File: config.mk
export PLATFORM = sky130hd
export DESIGN_NAME = stage_if_flat
export DESIGN_NICKNAME = d
export VERILOG_FILES = /design/src/rtl/stage_if_pkg.sv /design/src/rtl/stage_if_if.sv /design/src/rtl/stage_if.sv /design/src/flat_wrapper.sv
export SDC_FILE = /design/constraint.sdc
export NUM_CORES = 1
export LEC_CHECK = 0
export CORE_UTILIZATION = 47
export CTS_CLUSTER_DIAMETER = 40
export DETAILED_ROUTE_END_ITERATION = 6
export PLACE_DENSITY = 0.83
export SLEW_MARGIN = 5
export SYNTH_ARGS = -nofsm -noshare
export SYNTH_HDL_FRONTEND = slang
export SYNTH_SLANG_ARGS = --single-unit
File: constraint.sdc
create_clock -name clock -period 3.85 [get_ports clock]
set_input_delay 0.9625 -clock clock [delete_from_list [all_inputs] [get_ports clock]]
set_output_delay 0.9625 -clock clock [all_outputs]
set_load 0.01 [all_outputs]
File: src/rtl/stage_if_pkg.sv
// Shared types and constants for the instruction-fetch stage.
package stage_if_pkg;

    localparam int unsigned XLEN = 32;

    localparam logic [XLEN-1:0] RESET_VECTOR = 32'h0000_0000;
    localparam logic [XLEN-1:0] NOP_WORD     = 32'h0000_0000;
    localparam logic [XLEN-1:0] PC_STEP      = 32'd4;

    // REQ: ROM request outstanding; HOLD: word parked while stage_id stalls
    typedef enum logic {
        IF_REQ  = 1'b0,
        IF_HOLD = 1'b1
    } if_state_e;

    // One fetched instruction together with the pc it came from
    typedef struct packed {
        logic [XLEN-1:0] pc;
        logic [XLEN-1:0] word;
    } fetch_entry_t;

    // Sequential successor, wrapping silently at 2^32
    function automatic logic [XLEN-1:0] pc_seq_next(input logic [XLEN-1:0] pc);
        return XLEN'(pc + PC_STEP);
    endfunction

endpackage

File: src/rtl/stage_if_if.sv
// Fetch-stage bus: pipeline control from stage_id, ROM handshake, IF/ID payload.
interface stage_if_if;
    import stage_if_pkg::*;

    logic            stall;
    logic            branch_enable;
    logic [XLEN-1:0] branch_address;
    logic            flush_enable;
    logic [XLEN-1:0] flush_address;

    logic            rom_read_enable;
    logic [XLEN-1:0] rom_address;
    logic [XLEN-1:0] rom_read_data;
    logic            rom_ready;

    logic [XLEN-1:0] register_pc;
    logic [XLEN-1:0] instruction;
    logic            valid;

    // Fetch stage side
    modport master (
        input  stall, branch_enable, branch_address, flush_enable, flush_address,
        input  rom_read_data, rom_ready,
        output rom_read_enable, rom_address,
        output register_pc, instruction, valid
    );

    // Environment side (stage_id + instruction ROM)
    modport slave (
        output stall, branch_enable, branch_address, flush_enable, flush_address,
        output rom_read_data, rom_ready,
        input  rom_read_enable, rom_address,
        input  register_pc, instruction, valid
    );

endinterface

File: src/rtl/stage_if.sv
// Instruction-fetch stage: owns the PC, issues held ROM requests, delivers
// {register_pc, instruction, valid} to stage_id with stall, branch delay-slot
// and flush handling.
module stage_if
    import stage_if_pkg::*;
#(
    parameter logic [31:0] RESET_VECTOR_P = RESET_VECTOR,
    parameter logic [31:0] NOP_WORD_P     = NOP_WORD
) (
    input  logic         clock,
    input  logic         reset,
    stage_if_if.master   bus
);

    if_state_e       state_q, state_d;
    logic [XLEN-1:0] pc_q, pc_d;
    logic [XLEN-1:0] req_pc_q, req_pc_d;
    logic            kill_q, kill_d;
    logic            tgt_pending_q, tgt_pending_d;
    logic [XLEN-1:0] tgt_q, tgt_d;
    fetch_entry_t    hold_buf_q, hold_buf_d;
    logic            rom_read_enable_q, rom_read_enable_d;
    logic            valid_q, valid_d;
    logic [XLEN-1:0] instruction_q, instruction_d;
    logic [XLEN-1:0] register_pc_q, register_pc_d;

    logic            branch_take;
    logic            deliver;
    fetch_entry_t    deliver_entry;
    logic [XLEN-1:0] next_pc;

    // Next-state, pc sequencing and IF/ID payload selection
    always_comb begin
        state_d           = state_q;
        pc_d              = pc_q;
        req_pc_d          = req_pc_q;
        kill_d            = kill_q;
        tgt_pending_d     = tgt_pending_q;
        tgt_d             = tgt_q;
        hold_buf_d        = hold_buf_q;
        valid_d           = valid_q;
        instruction_d     = instruction_q;
        register_pc_d     = register_pc_q;
        deliver           = 1'b0;
        deliver_entry     = '0;
        next_pc           = pc_q;
        branch_take       = bus.branch_enable && !bus.stall;

        if (bus.flush_enable) begin
            // Flush beats branch and stall; the output bubble is mandatory
            pc_d          = bus.flush_address;
            tgt_pending_d = 1'b0;
            valid_d       = 1'b0;
            instruction_d = NOP_WORD_P;
            if (state_q == IF_HOLD) begin
                state_d  = IF_REQ;
                req_pc_d = bus.flush_address;
                kill_d   = 1'b0;
            end else if (bus.rom_ready) begin
                req_pc_d = bus.flush_address;
                kill_d   = 1'b0;
            end else begin
                // Request address must stay stable; drop its word when it lands
                kill_d = 1'b1;
            end
        end else begin
            unique case (state_q)
                IF_REQ: begin
                    if (bus.rom_ready && kill_q) begin
                        kill_d   = 1'b0;
                        req_pc_d = pc_q;
                        if (!bus.stall) begin
                            valid_d       = 1'b0;
                            instruction_d = NOP_WORD_P;
                        end
                        if (branch_take) begin
                            tgt_d         = bus.branch_address;
                            tgt_pending_d = 1'b1;
                        end
                    end else if (bus.rom_ready && !bus.stall) begin
                        deliver       = 1'b1;
                        deliver_entry = '{pc: pc_q, word: bus.rom_read_data};
                    end else if (bus.rom_ready) begin
                        hold_buf_d = '{pc: pc_q, word: bus.rom_read_data};
                        state_d    = IF_HOLD;
                    end else begin
                        if (!bus.stall) begin
                            valid_d       = 1'b0;
                            instruction_d = NOP_WORD_P;
                        end
                        if (branch_take) begin
                            tgt_d         = bus.branch_address;
                            tgt_pending_d = 1'b1;
                        end
                    end
                end
                IF_HOLD: begin
                    if (!bus.stall) begin
                        deliver       = 1'b1;
                        deliver_entry = hold_buf_q;
                        state_d       = IF_REQ;
                    end
                end
                default: state_d = IF_REQ;
            endcase

            if (deliver) begin
                valid_d       = 1'b1;
                instruction_d = deliver_entry.word;
                register_pc_d = deliver_entry.pc;
                if (branch_take) begin
                    next_pc = bus.branch_address;
                end else if (tgt_pending_q) begin
                    next_pc       = tgt_q;
                    tgt_pending_d = 1'b0;
                end else begin
                    next_pc = pc_seq_next(deliver_entry.pc);
                end
                pc_d     = next_pc;
                req_pc_d = next_pc;
            end
        end

        rom_read_enable_d = (state_d == IF_REQ);
    end

    // State and IF/ID registers, synchronous reset
    always_ff @(posedge clock) begin
        if (reset) begin
            state_q           <= IF_REQ;
            pc_q              <= RESET_VECTOR_P;
            req_pc_q          <= RESET_VECTOR_P;
            kill_q            <= 1'b0;
            tgt_pending_q     <= 1'b0;
            tgt_q             <= '0;
            hold_buf_q        <= '0;
            rom_read_enable_q <= 1'b1;
            valid_q           <= 1'b0;
            instruction_q     <= NOP_WORD_P;
            register_pc_q     <= '0;
        end else begin
            state_q           <= state_d;
            pc_q              <= pc_d;
            req_pc_q          <= req_pc_d;
            kill_q            <= kill_d;
            tgt_pending_q     <= tgt_pending_d;
            tgt_q             <= tgt_d;
            hold_buf_q        <= hold_buf_d;
            rom_read_enable_q <= rom_read_enable_d;
            valid_q           <= valid_d;
            instruction_q     <= instruction_d;
            register_pc_q     <= register_pc_d;
        end
    end

    assign bus.rom_read_enable = rom_read_enable_q;
    assign bus.rom_address     = req_pc_q;
    assign bus.valid           = valid_q;
    assign bus.instruction     = instruction_q;
    assign bus.register_pc     = register_pc_q;

endmodule

File: src/flat_wrapper.sv
// flat-port wrapper written by rule: the top's interface ports become plain ports
module stage_if_flat import stage_if_pkg::*;
#(
    parameter logic [31:0] RESET_VECTOR_P = RESET_VECTOR,
    parameter logic [31:0] NOP_WORD_P     = NOP_WORD
)
  (clock, reset, bus_stall, bus_branch_enable, bus_branch_address, bus_flush_enable, bus_flush_address, bus_rom_read_data, bus_rom_ready, bus_rom_read_enable, bus_rom_address, bus_register_pc, bus_instruction, bus_valid);
  stage_if_if bus_i ();
  input  logic clock;
  input  logic reset;
  input wire logic [$bits(bus_i.stall)-1:0] bus_stall;
  input wire logic [$bits(bus_i.branch_enable)-1:0] bus_branch_enable;
  input wire logic [$bits(bus_i.branch_address)-1:0] bus_branch_address;
  input wire logic [$bits(bus_i.flush_enable)-1:0] bus_flush_enable;
  input wire logic [$bits(bus_i.flush_address)-1:0] bus_flush_address;
  input wire logic [$bits(bus_i.rom_read_data)-1:0] bus_rom_read_data;
  input wire logic [$bits(bus_i.rom_ready)-1:0] bus_rom_ready;
  output wire logic [$bits(bus_i.rom_read_enable)-1:0] bus_rom_read_enable;
  output wire logic [$bits(bus_i.rom_address)-1:0] bus_rom_address;
  output wire logic [$bits(bus_i.register_pc)-1:0] bus_register_pc;
  output wire logic [$bits(bus_i.instruction)-1:0] bus_instruction;
  output wire logic [$bits(bus_i.valid)-1:0] bus_valid;
  assign bus_i.stall = bus_stall;
  assign bus_i.branch_enable = bus_branch_enable;
  assign bus_i.branch_address = bus_branch_address;
  assign bus_i.flush_enable = bus_flush_enable;
  assign bus_i.flush_address = bus_flush_address;
  assign bus_i.rom_read_data = bus_rom_read_data;
  assign bus_i.rom_ready = bus_rom_ready;
  assign bus_rom_read_enable = bus_i.rom_read_enable;
  assign bus_rom_address = bus_i.rom_address;
  assign bus_register_pc = bus_i.register_pc;
  assign bus_instruction = bus_i.instruction;
  assign bus_valid = bus_i.valid;
  stage_if #(.RESET_VECTOR_P(RESET_VECTOR_P), .NOP_WORD_P(NOP_WORD_P)) u_core (.clock(clock), .reset(reset), .bus(bus_i));
endmodule
Word-level counts from Yosys, hierarchy flattened
Index checks and enable logic that the tools add are counted.
W data, S select, Z words.
{"block": "word_totals", "register_bits": 229, "out_inout_bits": 98}
{"block": "classes", "addsub": 1, "n_eq_ne": 8, "muxes": 55, "bitwise": 5, "n_reduce_logical": 14}
{"cell": "$mux W32", "count": 20}
{"cell": "$mux W64", "count": 4}
{"cell": "$pmux W64 S2", "count": 1}
{"cell": "$add A32 B3 Y32 const B", "count": 1}
{"cell": "$mux W1", "count": 28}
{"cell": "$ne A3 B1 Y1 const B", "count": 2}
{"cell": "$reduce_and A3 Y1", "count": 2}
{"cell": "$not A1 Y1", "count": 5}
{"cell": "$reduce_and A5 Y1", "count": 1}
{"cell": "$ne A2 B1 Y1 const B", "count": 2}
{"cell": "$ne A2 B2 Y1 const B", "count": 2}
{"cell": "$pmux W1 S2", "count": 2}
{"cell": "$reduce_and A2 Y1", "count": 2}
{"cell": "$reduce_and A4 Y1", "count": 1}
{"cell": "$reduce_bool A2 Y1", "count": 2}
{"cell": "$logic_and A1 B1 Y1", "count": 3}
{"cell": "$ne A3 B2 Y1 const B", "count": 1}
{"cell": "$ne A3 B3 Y1 const B", "count": 1}
{"cell": "$reduce_bool A3 Y1", "count": 1}
{"cell": "$reduce_or A2 Y1", "count": 1}
{"cell": "$logic_not A1 Y1", "count": 1}

Depth between registers and ports, before layout
{"block": "logic_depth", "depth_word": 11, "mapped_depth": 14, "depth_no_buf": 11}

Worst setup path before layout
OpenSTA, ideal clock, no wires.
{"block": "synth_timing", "path_kind": "in2reg", "start": "input port bus_stall", "end": "register u_core.req_pc_q[26] (netlist: u_core.bus.rom_address[26])", "setup_ns": 0.139, "arrival_time_ns": 3.528, "setup_slack_ns": 0.183, "stages": 13, "n_path_buf": 3, "path_cell_list": "clkbuf_1 -> clkbuf_1 -> clkbuf_1 -> a21oi_1 -> ha_1 -> inv_1 -> a221oi_4 -> nand4_4 -> nor4_2 -> nand2_1 -> xnor2_1 -> a221oi_1 -> a211oi_1"}
{"block": "synth_between", "elab_chain_len": 11}
{"item": "start, declared", "line_no": "flat_wrapper.sv:11", "text": "input wire logic [$bits(bus_i.stall)-1:0] bus_stall;"}
{"item": "$logic_not A1 Y1"}
{"item": "$logic_and A1 B1 Y1", "line_no": "stage_if.sv:80", "text": "end else if (bus.rom_ready && !bus.stall) begin"}
{"item": "$mux W64", "line_no": "stage_if.sv:80"}
{"item": "$mux W64", "line_no": "stage_if.sv:69", "text": "if (bus.rom_ready && kill_q) begin"}
{"item": "$pmux W64 S2", "line_no": "stage_if.sv:67", "text": "unique case (state_q)"}
{"item": "$mux W64", "line_no": "stage_if.sv:49", "text": "if (bus.flush_enable) begin"}
{"item": "$add A32 B3 Y32", "line_no": "stage_if_pkg.sv:24", "text": "return XLEN'(pc + PC_STEP);"}
{"item": "$mux W32", "line_no": "stage_if.sv:113", "text": "end else if (tgt_pending_q) begin"}
{"item": "$mux W32", "line_no": "stage_if.sv:111", "text": "if (branch_take) begin"}
{"item": "$mux W32", "line_no": "stage_if.sv:107", "text": "if (deliver) begin"}
{"item": "$mux W32", "line_no": "stage_if.sv:49"}
{"item": "end signal, assigned", "line_no": "stage_if.sv:144", "text": "req_pc_q <= req_pc_d;"}
{"item": "end, declared", "line_no": "stage_if.sv:17", "text": "logic [XLEN-1:0] req_pc_q, req_pc_d;"}
Parallel ways exist; a longest one is shown, timed or not. The select of a mux whose other input is x is not followed.
A chain may end at the register's enable or synchronous reset.

Final worst setup path
{"block": "layout_timing", "start": "input port bus_rom_ready", "end": "register u_core.req_pc_q[26] (netlist: u_core.bus.rom_address[26])"}
{"block": "layout_between", "elab_chain_len": 10}
{"item": "start, declared", "line_no": "flat_wrapper.sv:17", "text": "input wire logic [$bits(bus_i.rom_ready)-1:0] bus_rom_ready;"}
{"item": "$logic_and A1 B1 Y1", "line_no": "stage_if.sv:80"}
{"item": "$mux W64", "line_no": "stage_if.sv:80"}
{"item": "$mux W64", "line_no": "stage_if.sv:69"}
{"item": "$pmux W64 S2", "line_no": "stage_if.sv:67"}
{"item": "$mux W64", "line_no": "stage_if.sv:49"}
{"item": "$add A32 B3 Y32", "line_no": "stage_if_pkg.sv:24"}
{"item": "$mux W32", "line_no": "stage_if.sv:113"}
{"item": "$mux W32", "line_no": "stage_if.sv:111"}
{"item": "$mux W32", "line_no": "stage_if.sv:107"}
{"item": "$mux W32", "line_no": "stage_if.sv:49"}
Parallel ways exist; a longest one is shown, timed or not. The select of a mux whose other input is x is not followed.

==> results by group <==
Run status
  – Status: finished with violations
  – Failing checks: design-rule violations

Logic synthesis
  – Distinct cell type count of the synthesized netlist: 70
  – Ys async rst share: 0%
  – Top cell type by total area after synthesis: dfxtp_1
  – Synthesized area: 10590 um^2
  – Post-synth EDFFs: 0
  – Synth Net Count: 1483
  – Ys Warns: 0
  – Sequential area share after synthesis: 43.29%
  – Top FF cell, synth: dfxtp_1
  – Count leader, synth: nand2_1
  – Flops & latches, synth: 229
  – Synth Instances: 1380
  – Mean Syn Cell Area: 7.673 um^2
  – Post-synth top area share: 43.29%
  – Synth area leaders: dfxtp_1, nand2_1, a21oi_1
  – Most instantiated cells after synthesis: nand2_1, dfxtp_1, a21oi_1, nor2_1, clkbuf_1

Placement
  – Placement Setup Slack: -0.05354 ns
  – Detailed Place HPWL: 25030 um
  – Placer congestion estimate: 0.9560
  – Placed inst area: 13140 um^2
  – IO buf count: 199

Clock tree
  – # Post-CTS Setup Buffers: 0
  – Deepest clock path buffer count: 3
  – Resized Gates After CTS: 0
  – Clock buffer count from CTS: 34
  – Clock latency on the worst-skew pair: 0.51 ns
  – CTS H-Tree Depth: 2
  – Clock sink total: 229
  – Hold-fix buffers, CTS: 0
  – Root buffer cell: clkbuf_16
  – CTS tree: built
  – Worst-path clk slew: 0.06 ns

Die
  – Top Ports: 200
  – Rows: 54
  – Initial Util: 48.22%
  – Die Ht: 152.1 um
  – Die Area: 23130 um^2
  – Core footprint: 21960 um^2
  – Die Span X: 152.1 um

STA
  – Final setup vio count: 0
  – Max Clock Skew: 0.01946 ns
  – Fmax: 0.2889 GHz
  – Worst rel slew slack: 38.50%
  – Final Max Slew Viols: 0
  – Tmin final: 3.462 ns
  – Unrepaired setup endpoints after global routing: false
  – Min setup slack post-route: 0.3883 ns
  – Hold Violations, Final: 0
  – Worst-Margin Slew: 0.9212 ns
  – Period Utilization, post-route: 89.91%

Run
  – Max-cap viol count: 0

Power
  – Sw frac: 25.81%
  – Internal Power: 4.681 mW
  – Part of the power in registers: 40.1%
  – Total Power: 6.310 mW
  – P per Cell Area: 441.8 nW/um^2
  – Clock share of power: 48.7%
  – Share of power burned in combinational logic: 11.2%
  – NetSw: 1.628 mW
  – VDD IR max: 0.2795 mV
  – Leakage: 4.934 nW

Cells and area
  – ANT cells: 0
  – Share of layout cells above drive strength 1: 11.03%
  – Fin util: 65.04%
  – Finished Cell Area: 14280 um^2
  – Synth-to-Final Area Change: 34.87%
  – # nets final: 1685
  – Fill cells: 1853

Routing
  – Vias post-DR: 11120
  – Via-per-instance ratio: 5.898
  – DRC viols: 30
  – Starting DRT DRC Count: 1056
  – Avg WL per Cell: 19.19 um
  – DRT Wirelength: 36170 um
  – Antenna viol nets, final: 0
  – TritonRoute pass-1 iters: 7

Critical path
  – Critical path capture point type: flop
  – Worst reg-to-reg setup slack: 0.59 ns
  – Startpoint Class: input port
  – R2R depth: 12
  – Crit path DAT: 3.82 ns
  – R2R Path End: u_core.bus.rom_address[26]
  – Critical path fanouts, max: 8
  – Slowest Stage Delay on Critical Path: 0.54 ns
  – R2R Path Start: u_core.kill_q
  – Setup CP Type: in -> reg
  – Critical path startpoint: bus_rom_ready
  – Setup crit end: u_core.bus.rom_address[26]
  – Required @ worst endpoint: 4.21 ns
  – Slowest CP cell: clkdlybuf4s50_1
  – Crit path cell chain: clkdlybuf4s50_1 > nand4bb_1 > a21oi_1 > ha_1 > inv_1 > a221oi_4 > nand4_4 > nor4_2 > buf_4 > nand2_1 > xnor2_1 > a221oi_1 > a211oi_1

GRT
  – Initial antenna violation count: 0
  – Vias in the first global route: 10340
  – GR Overflow Total: 0
  – Total track usage: 30.55%
  – Largest net degree at the start of global routing: 78
  – First-pass GRT wire length: 56220 um

Min path
  – Hold Crit Class: reg -> reg
-- layer usage --
layer	routed length, um	track usage, %
met5	0	0
met1	14720	40.19
met3	3354	4.564
met2	16080	47.88
met4	2015	17.54
-- power by group through the flow --
| stage | clock [mW] | sequential [mW] | combinational, mW |
|---|---|---|---|
| floorplan | 0 | 2.56 | 0.346 |
| global placement | 0 | 2.57 | 0.681 |
| detailed placement | 0 | 2.58 | 0.692 |
| CTS | 3.10 | 2.53 | 0.696 |
| global route | 3.21 | 2.53 | 0.755 |
| finish | 3.07 | 2.53 | 0.706 |
-- area by class of cell --
type | count | area (um^2) | area share, %
flip-flops and latches | 229 | 4586 | 32.11
clock buffers | 41 | 950.9 | 6.658
clock inverters | 18 | 186.4 | 1.305
repair buffers | 277 | 2644 | 18.51
multi-input cells | 1033 | 5538 | 38.78
inverters | 7 | 26.28 | 0.1840
well taps | 280 | 350.3 | 2.453
-- worst min path at each step --
| stage | slack (ns) | depth (start not counted) | to | from |
|---|---|---|---|---|
| 6_report | 0.44 | 2 | u_core.bus.valid | u_core.bus.valid |
| 5_1_grt | 0.46 | 2 | u_core.bus.valid | u_core.bus.valid |
| 4_1_cts | 0.44 | 2 | u_core.bus.valid | u_core.bus.valid |
| 3_5_place_dp | 0.43 | 2 | u_core.bus.valid | u_core.bus.valid |
| 3_3_place_gp | 0.43 | 2 | u_core.bus.valid | u_core.bus.valid |
| 2_1_floorplan | 0.43 | 2 | u_core.tgt_q[15] | u_core.tgt_q[15] |
-- cell usage in the layout (no fill, tap or decap), drive strengths merged, types with 3 or more instances in the layout --
master	Yosys	routed
a2111oi	8	8
a21o	6	6
nand4	12	12
nor3b	5	5
o311ai	3	3
inv	6	12
nor2	98	98
clkinv	1	4
a221oi	8	8
clkbuf	91	41
xnor2	19	19
nor2b	6	6
clkinvlp	0	7
a311oi	7	7
xor2	4	4
nand2b	5	5
o21ai	75	75
nand2	367	367
and3	10	10
a21oi	195	195
mux2i	4	4
nand4bb	24	24
clkdlybuf4s50	0	196
nor4	5	5
nor3	32	32
or3	9	9
o211ai	11	11
a211oi	18	18
buf	20	81
dfxtp	229	229
and2	5	5
a21boi	3	3
nand3	25	25
a22oi	47	47
-- cells by family after synthesis --
group           share of synthesized area, %
buf+inv                                4.726
fa+ha+maj                             0.1181
compound gates                         23.04
flops                                  43.29
simple gates                           26.54
mux                                   0.3781
xor+xnor                               1.902
-- metrics by stage --
step           setup TNS (ns)  std cells  hold WS [ns]
6_report                    0       1885        0.4378
5_1_grt                     0       1885        0.4566
4_1_cts                     0       1885        0.4415
3_5_place_dp         -0.05901       1826        0.4324
3_3_place_gp                0       1826        0.4311
2_1_floorplan               0       1380        0.4312
-- registers in the layout, summed over array words and instances, names as in the netlist, 32 cells and up --
signal and flops:
u_core.pc_q 32, u_core.hold_buf_q 64, u_core.bus.rom_address 32, u_core.bus.register_pc 32, u_core.tgt_q 32, u_core.bus.instruction 32
-- critical path: cells and delay by family --
kind                       cells  cell delay (ns)
and+or+nand+nor                4             0.78
adders and majority gates      1             0.21
xor gates and xnor gates       1             0.13
AOI/OAI and AO/OA              4             0.94
buffers and inverters          3             0.80
Power figures use the tool's default switching activity.
